--- src/rtl/irq_ack_decoder.sv ---
`default_nettype none
// ============================================================================
//  Module   : irq_ack_decoder
//  Purpose  : Return path for the interrupt priority encoder. Buffers encoded
//             request indices in a small FIFO, decodes each one to a one-hot
//             acknowledge line and holds it until the serviced source reports
//             done, with a guaranteed minimum hold time.
//  Revision : 1.0 - initial release
// ============================================================================
module irq_ack_decoder #(
  parameter int IDX_W    = 2,
  parameter int DEPTH    = 2,
  parameter int MIN_HOLD = 2
) (
  input  logic                    clk,
  input  logic                    rst,
  input  logic                    in_valid,
  input  logic [IDX_W-1:0]        in_index,
  output logic                    in_ready,
  output logic [(2**IDX_W)-1:0]   ack_onehot,
  output logic                    ack_valid,
  input  logic                    done_in,
  output logic                    busy,
  output logic [$clog2(DEPTH):0]  level
);

  localparam int OUT_W = 2**IDX_W;
  localparam int PTR_W = $clog2(DEPTH);
  localparam int LVL_W = PTR_W + 1;
  localparam int CNT_W = $clog2(MIN_HOLD) + 1;

  typedef enum logic [0:0] {
    ST_IDLE  = 1'b0,
    ST_DRIVE = 1'b1
  } state_t;

  state_t             state_q, state_d;
  logic [IDX_W-1:0]   mem_q [DEPTH];
  logic [IDX_W-1:0]   mem_d [DEPTH];
  logic [PTR_W-1:0]   wr_ptr_q, wr_ptr_d;
  logic [PTR_W-1:0]   rd_ptr_q, rd_ptr_d;
  logic [LVL_W-1:0]   level_q, level_d;
  logic [CNT_W-1:0]   cnt_q, cnt_d;
  logic               done_seen_q, done_seen_d;
  logic [OUT_W-1:0]   ack_onehot_q, ack_onehot_d;
  logic               ack_valid_q, ack_valid_d;

  logic               w_full;
  logic               w_push;
  logic               w_pop;
  logic [IDX_W-1:0]   w_head;

  // Handshake and FIFO control; in_ready only looks at registered occupancy,
  // so a pop in the same cycle never opens a full FIFO (no bypass path).
  always_comb begin
    w_full   = (level_q == LVL_W'(DEPTH));
    in_ready = !rst && !w_full;
    w_push   = in_valid && in_ready;
    w_pop    = (state_q == ST_IDLE) && (level_q != '0);
    w_head   = mem_q[rd_ptr_q];
  end

  // FIFO storage, pointers and occupancy next-state.
  always_comb begin
    mem_d    = mem_q;
    wr_ptr_d = wr_ptr_q;
    rd_ptr_d = rd_ptr_q;
    level_d  = level_q;
    if (w_push) begin
      mem_d[wr_ptr_q] = in_index;
      wr_ptr_d        = wr_ptr_q + PTR_W'(1);
    end
    if (w_pop) begin
      rd_ptr_d = rd_ptr_q + PTR_W'(1);
    end
    case ({w_push, w_pop})
      2'b10:   level_d = level_q + LVL_W'(1);
      2'b01:   level_d = level_q - LVL_W'(1);
      default: level_d = level_q;
    endcase
  end

  // Acknowledge FSM: IDLE pops the head and enters DRIVE with the decoded ack
  // already registered; DRIVE leaves once the hold count has expired and done
  // has been seen at any point during the event.
  always_comb begin
    state_d      = state_q;
    cnt_d        = cnt_q;
    done_seen_d  = done_seen_q;
    ack_onehot_d = ack_onehot_q;
    ack_valid_d  = ack_valid_q;
    case (state_q)
      ST_IDLE: begin
        ack_onehot_d = '0;
        ack_valid_d  = 1'b0;
        if (w_pop) begin
          state_d      = ST_DRIVE;
          cnt_d        = CNT_W'(MIN_HOLD - 1);
          done_seen_d  = 1'b0;
          ack_onehot_d = OUT_W'(1) << w_head;
          ack_valid_d  = 1'b1;
        end
      end
      ST_DRIVE: begin
        if ((cnt_q == '0) && (done_seen_q || done_in)) begin
          state_d      = ST_IDLE;
          done_seen_d  = 1'b0;
          ack_onehot_d = '0;
          ack_valid_d  = 1'b0;
        end else begin
          if (cnt_q != '0) begin
            cnt_d = cnt_q - CNT_W'(1);
          end
          done_seen_d = done_seen_q || done_in;
        end
      end
      default: begin
        state_d      = ST_IDLE;
        ack_onehot_d = '0;
        ack_valid_d  = 1'b0;
      end
    endcase
  end

  // State registers; reset discards queued entries and any in-flight ack.
  always_ff @(posedge clk) begin
    if (rst) begin
      state_q      <= ST_IDLE;
      wr_ptr_q     <= '0;
      rd_ptr_q     <= '0;
      level_q      <= '0;
      cnt_q        <= '0;
      done_seen_q  <= 1'b0;
      ack_onehot_q <= '0;
      ack_valid_q  <= 1'b0;
      for (int i = 0; i < DEPTH; i++) begin
        mem_q[i] <= '0;
      end
    end else begin
      state_q      <= state_d;
      wr_ptr_q     <= wr_ptr_d;
      rd_ptr_q     <= rd_ptr_d;
      level_q      <= level_d;
      cnt_q        <= cnt_d;
      done_seen_q  <= done_seen_d;
      ack_onehot_q <= ack_onehot_d;
      ack_valid_q  <= ack_valid_d;
      for (int i = 0; i < DEPTH; i++) begin
        mem_q[i] <= mem_d[i];
      end
    end
  end

  // Output mapping from registered state.
  always_comb begin
    ack_onehot = ack_onehot_q;
    ack_valid  = ack_valid_q;
    level      = level_q;
    busy       = (state_q != ST_IDLE) || (level_q != '0);
  end

endmodule
`default_nettype wire
--- config.mk ---
export PLATFORM = sky130hd
export DESIGN_NAME = irq_ack_decoder
export DESIGN_NICKNAME = d
export VERILOG_FILES = /design/src/rtl/irq_ack_decoder.sv
export SDC_FILE = /design/constraint.sdc
export NUM_CORES = 1
export LEC_CHECK = 0
export ABC_AREA = 1
export CAP_MARGIN = 20
export CORE_AREA = 2 2 41 43
export DETAILED_ROUTE_END_ITERATION = 12
export DIE_AREA = 0 0 43 45
export DONT_BUFFER_PORTS = 1
export PLACE_DENSITY = 0.77
export RECOVER_POWER = 100
export SYNTH_ARGS = -nofsm -noshare
export SYNTH_HDL_FRONTEND = slang
export SYNTH_SLANG_ARGS = --single-unit
--- constraint.sdc ---
create_clock -name clk -period 2 [get_ports clk]
set_clock_uncertainty 0.1 [all_clocks]
set_input_delay 0.2 -clock clk [delete_from_list [all_inputs] [get_ports clk]]
set_output_delay 0.2 -clock clk [all_outputs]
set_load 0.01 [all_outputs]
### Yosys cells after proc, flatten, opt, wreduce, memory -nomap -nowiden

Cells that the tools add are included.

| cells by class | value |
|---|---|
| $add $sub $neg | 5 |
| multiply operators | 0 |
| div/mod/pow operators | 0 |
| order comparisons | 3 |
| equality and inequality tests | 7 |
| shift operators | 1 |
| multiplexer cells | 22 |
| bitwise gates (word level) | 3 |
| reduce and logical (&&, ||, !) cells | 14 |

Operators with widths:

| cell | number |
|---|---|
| two-way mux 2 bit | 7 |
| two-way mux 4 bit | 2 |
| one-hot mux 2 bit (2 select lines) | 2 |
| one-hot mux 4 bit (2 select lines) | 1 |
| one-hot mux 1 bit (2 select lines) | 3 |
| nonzero test 2 bit | 3 |
| logical AND 1 bit | 5 |
| two-way mux 1 bit | 5 |
| bitwise mux 4 bit | 1 |
| equality test 2 bit, second input constant | 2 |
| >= comparator 2 bit, second input constant | 2 |
| inequality test 2 x 1 -> 1 bit, second input constant | 2 |
| inequality test 2 bit, second input constant | 2 |
| inverter 1 -> 2 bit | 2 |
| left shift 1 x 2 -> 4 bit, first input constant | 1 |
| subtractor 2 x 1 -> 2 bit, second input constant | 2 |
| AND reduction 3 bit | 1 |
| adder 1 bit, second input constant | 2 |
| adder 2 x 1 -> 2 bit, second input constant | 1 |
| demux 2 bit (select 1 bit) | 1 |
| equality test 2 x 1 -> 1 bit, second input constant | 1 |
| logical NOT 1 bit | 2 |
| logical NOT 2 bit | 1 |
| logical OR 1 bit | 2 |
| 2 further kinds | 2 |

| storage, ports and cells | value |
|---|---|
| register bits | 17 |
| latch bits | 0 |
| memory bits (writable) | 0 |
| bits in read-only memories | 0 |
| bits of input ports | 6 |
| output and inout bits | 9 |
| memories kept | 0 |

### Depth between registers and ports, before layout

Gate-level depths: netlist of run 1.

| logic depth | value |
|---|---|
| depth after elaboration | 7 |
| mapped depth | 8 |

### Least setup slack after synthesis of run 1

Ideal clock, no wire load.

| path | value |
|---|---|
| kind | reg-to-reg |
| start | register level_q[0] (netlist: level[0]) |
| end | register level_q[1] (netlist: level[1]) |
| setup time | 0.115 ns |
| arrival time | 1.542 ns |
| path slack | 0.243 ns |
| stages on the path, launching flop included | 8 |
| path buffers | 0 |
| period minus slack after synthesis | 1.757 ns |
| path through | dfxtp_1 inv_2 a21oi_1 nand2_1 ha_1 or2_2 a21oi_1 nor2_1 |

| between the ends | value |
|---|---|
| longest elaborated chain between the ends | 6 |
| elaborated cells on any way between the ends | 12 |
| those cells by class | 2 x add/sub; 3 x eq/ne; 1 x mux; 6 x reduce/logical |

RTL lines:

| item | RTL line | source |
|---|---|---|
| start: declaration | 42 | `logic [LVL_W-1:0] level_q, level_d;` |
| start signal: assignment | 143 | `level_q <= level_d;` |
| equality test 2 bit * | 56 | `w_full = (level_q == LVL_W'(DEPTH));` |
| logical NOT 1 bit * | 57 | `in_ready = !rst && !w_full;` |
| logical AND 1 bit * | 57 |  |
| net in_ready | 19 | `output logic in_ready,` |
| logical AND 1 bit * | 58 | `w_push = in_valid && in_ready;` |
| equality test 2 x 1 -> 1 bit / equality test 2 bit (equally long branches) | 76 | `case ({w_push, w_pop})` |
| one-hot mux 2 bit (2 select lines) / nonzero test 2 bit (equally long branches) | -- |  |

Mark *: on every way through the listed nets, which the timed path passes. The rest lies on a longest branch.
A chain may end at the register's enable or synchronous reset.

### Worst setup path in the final report of run 1

| path | value |
|---|---|
| start | register level_q[0] (netlist: level[0]) |
| end | register level_q[1] (netlist: level[1]) |

| between the ends | value |
|---|---|
| longest elaborated chain between the ends | 6 |
| elaborated cells on any way between the ends | 12 |
| those cells by class | 2 x add/sub; 3 x eq/ne; 1 x mux; 6 x reduce/logical |

RTL lines:

| item | RTL line |
|---|---|
| equality test 2 bit | 56 |
| logical NOT 1 bit | 57 |
| logical AND 1 bit | 57 |
| logical AND 1 bit | 58 |
| equality test 2 x 1 -> 1 bit / equality test 2 bit (equally long branches) | 76 |
| one-hot mux 2 bit (2 select lines) / nonzero test 2 bit (equally long branches) | -- |

Parallel ways exist; a longest one is shown, timed or not.

==> results of run 1 <==
registers in the layout (all words and copies together) (netlist names):
name / count
ack_onehot: 4
mem_q: 4
cnt_q: 2
level: 2
ack_valid: 1
done_seen_q: 1
rd_ptr_q: 1
state_q: 1
wr_ptr_q: 1
cell families after synthesis:
group	count (synthesis)	synth area share [%]
DFF	17	41.40
xor gates and xnor gates	1	1.066
buffers and inverters	20	10.65
adders and majority gates	2	3.044
and+or+nand+nor	62	34.40
AOI/OAI and AO/OA	15	9.436
power groups by stage:
stage	clock network, mW	logic (mW)	registers, mW
3_3_place_gp	0	0.443	0.526
3_5_place_dp	0	0.455	0.529
2_1_floorplan	0	0.414	0.491
4_1_cts	0.188	0.467	0.521
6_report	0.184	0.447	0.520
5_1_grt	0.201	0.515	0.536
area by class of cell:
type	instances	area (um^2)	area share, %
multi-input combinational	80	372.9	43.00
sequential	17	340.3	39.25
inverter	17	63.81	7.359
timing repair buffer	5	43.79	5.051
clock buffer	4	26.28	3.030
tap	16	20.02	2.309
routing by layer:
layer | GRT usage (%) | up-vias | routed length, um
li1 | - | 377 | -
met3 | 3.600 | 5 | 52
met5 | 0 | - | 0
met4 | 10.91 | 0 | 42
met2 | 32.12 | 13 | 725
met1 | 20.30 | 304 | 734
stage by stage:
stage / setup WS (ns) / power (mW) / utilization (%) / area, um^2 / std cells
after detailed placement: 0.2770 / 0.9845 / 56.12 / 825.8 / 131
after global placement: 0.3417 / 0.9687 / 56.12 / 825.8 / 131
after global routing: 0.06980 / 1.252 / 58.93 / 867.1 / 139
after CTS: 0.2612 / 1.175 / 60.63 / 892.1 / 139
after floorplan: 0.2425 / 0.9053 / - / 822.0 / 117
final: 0.2756 / 1.151 / 58.93 / 867.1 / 139
placed cells by master, fill, tap and decap left out, drive strengths merged:
cell         synthesis  routed
xor2                 1       1
dlygate4sd3          0       4
dfxtp               17      17
nand3               10      10
inv                 17      17
nand2               33      33
clkbuf               0       5
o21ai                4       4
a21oi               10      10
or2                  1       1
nor2                15      15
o21bai               1       1
ha                   2       2
nor3                 1       1
nand4                2       2
worst paths after layout:
check	endpoint	start	slack [ns]
setup / recovery	level[1]$_SDFFE_PP0P_	level[0]$_SDFFE_PP0P_	0.28
setup reg to reg	level[1]$_SDFFE_PP0P_	level[0]$_SDFFE_PP0P_	0.28
hold reg to reg	done_seen_q$_SDFFE_PP0P_	done_seen_q$_SDFFE_PP0P_	0.39
hold / removal	wr_ptr_q$_SDFFE_PP0P_	rst	0.009
worst max-delay path, stage by stage, from the launching register on:
cell     delay, ns
dfxtp_1       0.51
inv_2         0.06
a21oi_1       0.16
nand2_1       0.09
ha_1          0.33
a21oi_1       0.17
nand3_1       0.09
nand2_1       0.08
nor2_1        0.04
==> results by group, run 1 <==
Floorplan
  • Core Region: 1471 um^2
  • Die Area: 1935 um^2
  • Die extent in y: 45 um
  • Horizontal die dimension: 43 um
  • I/O pin count: 15
  • Number of rows created at floorplan: 14
  • Initial standard-cell utilization of the core: 55.87%

STA
  • Relative slew slack: 69.43%
  • Unrepaired setup endpoints after global routing: false
  • Post-route setup TNS: 0 ns
  • Period utilisation layout: 86.22%
  • F_max: 579.9 MHz
  • Minimum hold slack: 0.009387 ns
  • Shortest clock period the worst path allows after layout: 1.724 ns
  • Max-slew violation total from the final report: 0
  • Final hold violations: 0
  • Final setup vio count: 0
  • Transition time of the tightest slew-check pin: 0.4538 ns

Clock tree
  • Number of H-tree branching levels: 1
  • Total setup buffers inserted after CTS: 0
  • TritonCTS clock tree: done
  • CTS hold repair buffers: 4
  • Clock insertion delay at the later pin of the skew report: 0.29 ns
  • Clock-pin slew on the worst setup and hold paths: 0.10 ns
  • Number of instances resized during post-cts repair: 0
  • Sinks on the clock net: 17
  • Bufs on Longest Clock Path: 2
  • Number of CTS-inserted buffers: 3
  • Clock root buffer: clkbuf_4

Pwr
  • Power Internal: 0.6550 mW
  • Net switching power figure: 0.4960 mW
  • Largest voltage drop on the vdd net: 0.0007683 V
  • Clock network fraction of total power: 16.0%
  • Power per standard cell area: 1327 nW/um^2
  • Share of total power consumed by net switching: 43.09%
  • Share of power burned in combinational logic: 38.8%
  • Relative contribution of sequential cells to total power: 45.2%
  • Reported leakage power: 0.4200 nW

Job
  • Count of maximum capacitance violations: 0

Global routing
  • Initial antenna violation count: 0
  • Overall global routing resource usage: 18.16%
  • Via count of the first global-routing pass: 670
  • Global route overflow: 0
  • Maximum number of pins on one net before global-route repair: 12
  • Wire length of the first global-routing pass: 2615 um

Worst setup path
  • Worst path required time: 2.10 ns
  • Worst reg2reg path depth: 8
  • Largest fanout on the critical path: 7
  • Classification of the worst setup path: reg2reg
  • CP Launch Type: flip-flop
  • Data arrival time at the worst-slack endpoint: 1.82 ns
  • Sort of element at the end of the critical path: flip-flop

Finish
  • Area growth from synthesis to layout: 5.480%
  • Final layout net count: 132
  • Number of fill cells in the layout: 146
  • Ant. Diodes: 0
  • Fraction of layout instances using a drive strength above 1: 5.691%

Detailed routing
  • WL per Instance: 11.18 um
  • Routed wire length: 1554 um
  • Vias per std cell: 5.029
  • Number of nets with antenna violations after detailed routing: 0
  • Via Count: 699
  • Router iterations before antenna repair: 3
  • DRC viols: 0
  • DRC marker count from the first detailed-route iteration: 6

Logic synthesis
  • Warnings from Yosys: 0
  • Synth Instances: 117
  • Number of synthesized flops with an enable pin: 0
  • Sequential element share of the synthesized area: 41.40%
  • Share of synthesized flip-flops with an asynchronous set or reset: 0%
  • Count of distinct cell types in the synthesized netlist: 20
  • Most frequent cell after synthesis: nand2_1
  • Total nets after synthesis: 125
  • Post-synthesis sequential element count: 17
  • Most numerous cell types in the synthesized netlist: nand2_1 (33), dfxtp_1 (17), inv_1 (15), nor2_1 (14)
  • Fraction of synthesized cell area taken by the top area cell type: 41.40%
  • Synth area leader: dfxtp_1
  • Primary flip-flop cell chosen by synthesis mapping: dfxtp_1
  • Mean instance size in the synthesized netlist: 7.026 um^2
  • Cell types occupying the most area after synthesis: dfxtp_1 (41%), nand2_1 (15%), inv_1 (6.8%)
  • Post-synthesis instance area: 822.0 um^2

Status
  • Outcome: finished, final reports clean

Placed design
  • Final estimated routing congestion in global placement: 0.8072
  • Count of input and output buffers: 0
  • Half-perimeter wire length of the detailed placement result: 1134 um

Min path
  • Cell depth of the worst hold path: 3
  • Class of the most critical hold timing path: in2reg
Note: power is estimated with default switching activity, not from simulation.
==> inputs of run 2 (changes only) <==
--- a/config.mk
+++ b/config.mk
@@ -7,11 +7,13 @@
 export LEC_CHECK = 0
 export ABC_AREA = 1
 export CAP_MARGIN = 20
-export CORE_AREA = 2 2 41 43
+export CELL_PAD_IN_SITES_DETAIL_PLACEMENT = 1
+export CELL_PAD_IN_SITES_GLOBAL_PLACEMENT = 1
+export CORE_AREA = 2 2 43 55
 export DETAILED_ROUTE_END_ITERATION = 12
-export DIE_AREA = 0 0 43 45
+export DIE_AREA = 0 0 45 57
 export DONT_BUFFER_PORTS = 1
-export PLACE_DENSITY = 0.77
+export PLACE_DENSITY = 0.78
 export RECOVER_POWER = 100
 export SYNTH_ARGS = -nofsm -noshare
 export SYNTH_HDL_FRONTEND = slang
==> run 2 against run 1 <==
Effect of this change: count of clock-buffer cells in the layout unchanged; final area increased by 1.2%; routed wire length up 15%; final cell count rose by 4.3%; sequential share of layout area shrank 0.45 points; total power up 1.5%; maximum frequency up 1.5%; sequential power is essentially flat; highest routed layer unchanged; non-clock buffer count rose by 1.
==> results by group, run 2 (synthesis gave the netlist of run 1 again) <==
Worst setup path
  • Origin of the critical flop-to-flop path: level[0]$_SDFFE_PP0P_
  • Data arrival time at the worst-slack endpoint: 1.79 ns (-0.03 ns)
  • End of the worst register-to-register path: level[1]$_SDFFE_PP0P_
  • Classification of the worst setup path: reg2reg
  • Worst reg2reg path depth: 7 (-1)
  • Largest fanout on the critical path: 7 (unchanged)
  • CP Launch Type: flip-flop
  • Sort of element at the end of the critical path: flip-flop
  • Internal reg-to-reg setup slack: 0.30 ns (+0.03 ns)
  • Worst path required time: 2.09 ns (about the same)

Finish
  • Area growth from synthesis to layout: 6.697%
  • Post-route standard cell area excluding fillers: 877.1 um^2 (+1.2%)
  • Final layout net count: 133 (+0.76%)
  • Fraction of layout instances using a drive strength above 1: 4.839% (-0.85 points)
  • Most frequent standard cell in the layout excluding fill and tap cells: nand2_1
  • Layout Utilization: 41.93% (-17 points)
  • Ant. Diodes: 0 (unchanged)
  • Leading cell types in the layout, fill and taps excluded: nand2_1 (33), dfxtp_1 (17), inv_1 (16), nor2_1 (14)

STA
  • Period utilisation layout: 84.91% (-1.3 points)
  • Relative slew slack: 70.27% (+0.85 points)
  • F_max: 588.9 MHz (+1.5%)
  • Final setup vio count: 0 (unchanged)
  • Transition time of the tightest slew-check pin: 0.4413 ns (-0.01255 ns)
  • Fin worst setup slack: 0.3019 ns (+0.02628 ns)
  • Final hold violations: 0 (unchanged)
  • Shortest clock period the worst path allows after layout: 1.698 ns (-0.02628 ns)
  • Post-route setup TNS: 0 ns (unchanged)
  • Unrepaired setup endpoints after global routing: false
  • Max-slew violation total from the final report: 0 (unchanged)

Clock tree
  • Total setup buffers inserted after CTS: 0 (unchanged)
  • Clock root buffer: clkbuf_4
  • Number of instances resized during post-cts repair: 0 (unchanged)
  • TritonCTS clock tree: done
  • Number of CTS-inserted buffers: 3 (unchanged)
  • Clock-pin slew on the worst setup and hold paths: 0.10 ns (about the same)
  • Bufs on Longest Clock Path: 2 (unchanged)
  • Number of H-tree branching levels: 1 (unchanged)
  • Sinks on the clock net: 17 (unchanged)
  • Clock insertion delay at the later pin of the skew report: 0.29 ns (about the same)

Detailed routing
  • Routed wire length: 1784 um (+15%)
  • DRC viols: 0 (unchanged)
  • WL per Instance: 12.30 um (+10%)
  • Via Count: 718 (+2.7%)
  • Number of nets with antenna violations after detailed routing: 0 (unchanged)
  • Router iterations before antenna repair: 4 (+1)
  • Vias per std cell: 4.952 (-1.5%)
  • DRC marker count from the first detailed-route iteration: 6 (unchanged)

Floorplan
  • Number of rows created at floorplan: 19 (+5)
  • Core Region: 2092 um^2 (+42%)
  • Die Area: 2565 um^2 (+33%)
  • Die extent in y: 57 um (+27%)
  • I/O pin count: 15 (unchanged)
  • Initial standard-cell utilization of the core: 39.29% (-17 points)
  • Horizontal die dimension: 45 um (+4.7%)

Placed design
  • Half-perimeter wire length of the detailed placement result: 1363 um (+20%)
  • Placed cell areas: 839.6 um^2 (+1.7%)
  • Worst-case setup slack after placement: 0.3152 ns (+0.03822 ns)
  • Count of input and output buffers: 0 (unchanged)
  • Final estimated routing congestion in global placement: 0.6762 (-16%)

Min path
  • End point of the worst hold path: mem_q[0]$_SDFFE_PP0P_
  • Class of the most critical hold timing path: in2reg
  • Cell depth of the worst hold path: 3 (unchanged)
  • Hold_sp: rst

Status
  • Outcome: finished, final reports clean

Pwr
  • Largest voltage drop on the vdd net: 0.0004200 V (-45%)
  • Reported leakage power: 0.4214 nW (+0.34%)
  • Power per standard cell area: 1332 nW/um^2 (+0.36%)

Global routing
  • Wire length of the first global-routing pass: 3201 um (+22%)
  • Via count of the first global-routing pass: 741 (+11%)
  • Global route overflow: 0 (unchanged)
  • Maximum number of pins on one net before global-route repair: 12 (unchanged)
  • Overall global routing resource usage: 16.67% (-1.5 points)
  • Initial antenna violation count: 0 (unchanged)

Job
  • Count of maximum capacitance violations: 0 (unchanged)
## run 2: changes by cell type in the layout (fill, tap and decap cells not counted), sizes merged
cell,previous run,this run
clkbuf,5,6
## run 2: how the worst max path moves through the flow
stage / startpoint / endpoint / slack, ns / depth (start not counted)
after floorplan: level[0]$_SDFFE_PP0P_ / level[1]$_SDFFE_PP0P_ / 0.24 / 7
final: level[0]$_SDFFE_PP0P_ / level[1]$_SDFFE_PP0P_ / 0.30 / 7
after global placement: level[1]$_SDFFE_PP0P_ / level[1]$_SDFFE_PP0P_ / 0.34 / 7
after CTS: level[1]$_SDFFE_PP0P_ / level[1]$_SDFFE_PP0P_ / 0.29 / 7
after global routing: level[0]$_SDFFE_PP0P_ / level[1]$_SDFFE_PP0P_ / 0.11 / 8
after detailed placement: level[1]$_SDFFE_PP0P_ / level[1]$_SDFFE_PP0P_ / 0.32 / 7
## run 2: area by class of cell
type	count	area (um^2)
Sequential cell	17	340.3
Multi-Input combinational cell	80	372.9
Inverter	17	63.81
Tap cell	21	26.28
Timing Repair Buffer	6	47.55
Clock buffer	4	26.28
Fill cell	287	1215
## run 2: report_power, final
part           switching (mW)  internal [mW]
combinational           0.304          0.163
sequential              0.101          0.417
clock                   0.106         0.0775
## run 2: metrics by stage
stage	instances	hold slack [ns]	total power, mW
after CTS	145	0.02022	1.210
after global placement	137	0.1710	0.9940
after detailed placement	137	0.1728	1.014
after floorplan	117	0.2349	0.9053
after global routing	145	0.01264	1.297
final	145	0.02478	1.169
## run 2: timing repair
| item | in CTS | in global routing |
|---|---|---|
| hold endpoints to repair | 12 | 0 |
| setup endpoints to repair | 0 | 0 |
| hold buffers | 4 | 0 |
## run 2: worst max-delay path: stages, from the launching register on
cell and delay, ns:
dfxtp_1 0.45, inv_1 0.08, a21oi_1 0.17, nand2_1 0.10
ha_1 0.21, or2_2 0.29, a21oi_1 0.15, nor2_1 0.06
## run 2: routing by layer
layer | share of wire, % | up-vias | GRT usage, %
li1 | - | 382 | -
met1 | 46 | 317 | 19.72
met2 | 49 | 14 | 27.55
met3 | 3.1 | 5 | 3.165
met4 | 2.1 | 0 | 8.824
met5 | 0 | - | 0
==> inputs of run 3 (changes only) <==
--- a/config.mk
+++ b/config.mk
@@ -9,11 +9,11 @@
 export CAP_MARGIN = 20
 export CELL_PAD_IN_SITES_DETAIL_PLACEMENT = 1
 export CELL_PAD_IN_SITES_GLOBAL_PLACEMENT = 1
-export CORE_AREA = 2 2 43 55
+export CORE_AREA = 2 2 45 58
 export DETAILED_ROUTE_END_ITERATION = 12
-export DIE_AREA = 0 0 45 57
+export DIE_AREA = 0 0 47 60
 export DONT_BUFFER_PORTS = 1
-export PLACE_DENSITY = 0.78
+export PLACE_DENSITY = 0.74
 export RECOVER_POWER = 100
 export SYNTH_ARGS = -nofsm -noshare
 export SYNTH_HDL_FRONTEND = slang
==> constraint.sdc (replaced) <==
create_clock -name clk -period 1.45 [get_ports clk]
set_clock_uncertainty 0.1 [all_clocks]
set_input_delay 0.145 -clock clk [delete_from_list [all_inputs] [get_ports clk]]
set_output_delay 0.145 -clock clk [all_outputs]
set_load 0.01 [all_outputs]
==> run 3 against run 2 <==
Effect of this change: the flow now finishes with violations (hold timing); combinational power grew 130%; hold slack worse by 0.23 ns; register-to-register slack got worse by 0.30 ns; global-route usage up 0.96 points; worst setup slack worse by 0.30 ns; maximum frequency up 17%; die area is 9.9% higher; via count up 9.3%; flip-flop and latch count stayed put; critical path type unchanged; largest cell class unchanged; highest routed layer unchanged.
==> results by group, run 3 (synthesis gave the netlist of run 1 again) <==
Status
  • Outcome: finished with violations
  • Violations in the final reports: hold timing

Pwr
  • Largest voltage drop on the vdd net: 0.0007666 V (+83%)
  • Clock network fraction of total power: 13.1% (-2.6 points)
  • Power per standard cell area: 1928 nW/um^2 (+45%)
  • Net switching power figure: 0.8886 mW (+74%)
  • Power Internal: 1.157 mW (+76%)
  • Share of total power consumed by net switching: 43.44% (-0.31 points)
  • Share of power burned in combinational logic: 52.4% (+12 points)
  • Relative contribution of sequential cells to total power: 34.5% (-9.8 points)
  • Reported leakage power: 0.4896 nW (+16%)

Worst setup path
  • Highest-delay cell along the critical path: dfxtp_4
  • Category of cells accounting for the largest share of critical-path delay: flip-flops
  • Worst path required time: 1.56 ns (-0.53 ns)
  • Classification of the worst setup path: reg2reg
  • CP Launch Type: flip-flop
  • Cell seen most often among critical-path stages: a21oi_4
  • Highest cell delay on the worst timing path: 0.40 ns (-0.05 ns)
  • Data arrival time at the worst-slack endpoint: 1.55 ns (-0.24 ns)
  • Sort of element at the end of the critical path: flip-flop
  • Largest fanout on the critical path: 4 (-3)
  • Worst path bufs/invs: 1 (unchanged)
  • CP Cell Sequence: inv_4 -> a21oi_4 -> nand2_2 -> ha_4 -> a21oi_4 -> nand3_2 -> nand2_1 -> nor2_1

Floorplan
  • Horizontal die dimension: 47 um (+4.4%)
  • Die Area: 2820 um^2 (+9.9%)
  • Die extent in y: 60 um (+5.3%)
  • Initial standard-cell utilization of the core: 35.71% (-3.6 points)
  • Core Region: 2302 um^2 (+10%)
  • Number of rows created at floorplan: 20 (+1)
  • I/O pin count: 15 (unchanged)

Finish
  • Ant. Diodes: 0 (unchanged)
  • Fraction of layout instances using a drive strength above 1: 20.30% (+15 points)
  • Reg area: 345.3 um^2 (+1.5%)
  • Final layout net count: 142 (+6.8%)
  • Most frequent standard cell in the layout excluding fill and tap cells: nand2_1
  • Number of fill cells in the layout: 304 (+5.9%)
  • Layout Utilization: 46.09% (+4.2 points)
  • Area growth from synthesis to layout: 29.07%
  • Area used by multi-input combinational logic: 450.4 um^2 (+21%)
  • Leading cell types in the layout, fill and taps excluded: nand2_1 (32), inv_1 (15), dfxtp_1 (15), nor2_1 (13), nand3_1 (9)

Global routing
  • Overall global routing resource usage: 17.63% (+0.96 points)
  • Wire length of the first global-routing pass: 3546 um (+11%)
  • Met3 track utilization from global routing: 3.927% (+0.76 points)
  • Maximum number of pins on one net before global-route repair: 11 (-1)
  • Routing usage on met2: 31.31% (+3.8 points)
  • GRT met1 Usage: 20.00% (+0.28 points)
  • Global route overflow: 0 (unchanged)
  • Initial antenna violation count: 0 (unchanged)
  • Busiest layer in global routing: met2
  • Via count of the first global-routing pass: 826 (+11%)

Detailed routing
  • DRC marker count from the first detailed-route iteration: 10 (+4)
  • Vias per std cell: 4.729 (-4.5%)
  • DRC viols: 0 (unchanged)
  • Router iterations before antenna repair: 4 (unchanged)
  • WL per Instance: 12.66 um (+2.9%)
  • Via Count: 785 (+9.3%)
  • Routed wire length: 2102 um (+18%)
  • Number of nets with antenna violations after detailed routing: 0 (unchanged)

Clock tree
  • CTS hold repair buffers: 7 (+3)
  • Number of CTS-inserted buffers: 3 (unchanged)
  • TritonCTS clock tree: done
  • Clock insertion delay at the later pin of the skew report: 0.30 ns (about the same)
  • Clock-pin slew on the worst setup and hold paths: 0.11 ns (about the same)
  • Number of H-tree branching levels: 1 (unchanged)
  • Bufs on Longest Clock Path: 2 (unchanged)
  • Clock root buffer: clkbuf_4
  • Sinks on the clock net: 17 (unchanged)

STA
  • Transition time of the tightest slew-check pin: 0.2579 ns (-0.1834 ns)
  • Minimum hold slack: -0.2039 ns (-0.2287 ns)
  • Relative slew slack: 82.75% (+12 points)
  • Period utilisation layout: 99.75% (+15 points)
  • Shortest clock period the worst path allows after layout: 1.446 ns (-0.2517 ns)
  • Final hold violations: 8 (+8)
  • F_max: 691.4 MHz (+17%)
  • Unrepaired setup endpoints after global routing: true
  • Max-slew violation total from the final report: 0 (unchanged)
  • Final setup vio count: 0 (unchanged)

Job
  • Count of maximum capacitance violations: 0 (unchanged)

Placed design
  • Final estimated routing congestion in global placement: 0.7401 (+9.4%)
  • Half-perimeter wire length of the detailed placement result: 1550 um (+14%)
  • Count of input and output buffers: 0 (unchanged)

Min path
  • Class of the most critical hold timing path: in2reg
[run 3: cell count changes in the layout (fill, tap and decap cells not counted), sizes merged]
cell / change
clkbuf: -3
clkinv: +1
buf: +8
dlygate4sd3: +3
[run 3: power groups by stage]
stage               combinational (mW)  clock [mW]  sequential [mW]
floorplan                        0.671           0            0.706
global route                      1.18       0.299            0.721
global placement                 0.910           0            0.700
CTS                              0.988       0.272            0.697
finish                            1.07       0.267            0.706
detailed placement               0.964           0            0.708
[run 3: layout make-up]
type,count,area share (%)
clock inverter,1,0.4717
sequential,17,32.55
multi-input combinational,80,42.45
timing repair buffer,15,12.26
clock buffer,3,2.123
tap,33,3.892
inverter,17,6.250
[run 3: what timing repair did]
item / 4_1_cts / 5_1_grt
hold endpoints to repair: 14 / 8
pin swaps: 3 / 2
setup endpoints to repair: 1 / 1
buffers inserted: 0 / 1
gates resized for setup: 0 / 3
[run 3: per-layer routing]
metal | part of all wire [%] | up-vias
met1 | 40 | 369
met4 | 1.7 | 0
met3 | 3.2 | 5
met2 | 55 | 14
li1 | - | 397
met5 | 0 | -
[run 3: final timing paths]
kind,start,to,slack [ns],cells past startpoint
min,rst,level[0]$_SDFFE_PP0P_,-0.20,1
min reg2reg,done_seen_q$_SDFFE_PP0P_,done_seen_q$_SDFFE_PP0P_,0.39,2
max reg2reg,level[0]$_SDFFE_PP0P_,level[1]$_SDFFE_PP0P_,0.004,8
max,level[0]$_SDFFE_PP0P_,level[1]$_SDFFE_PP0P_,0.004,8
[run 3: worst reg2reg max path: stages, from the launching register on]
cell and delay [ns]:
dfxtp_4 0.40, inv_4 0.04, a21oi_4 0.12, nand2_2 0.10
ha_4 0.26, a21oi_4 0.14, nand3_2 0.09, nand2_1 0.06
nor2_1 0.04
[run 3: metrics by stage]
| stage | std cells | setup TNS (ns) | setup slack [ns] | instance area, um^2 | power (mW) |
|---|---|---|---|---|---|
| floorplan | 117 | 0 | 0.002345 | 868.3 | 1.377 |
| global placement | 154 | 0 | 0.05930 | 938.4 | 1.610 |
| detailed placement | 154 | 0 | 0.02733 | 938.4 | 1.673 |
| CTS | 165 | 0 | 0.004830 | 1036 | 1.957 |
| global route | 166 | -0.1103 | -0.07160 | 1061 | 2.197 |
| finish | 166 | 0 | 0.003597 | 1061 | 2.045 |
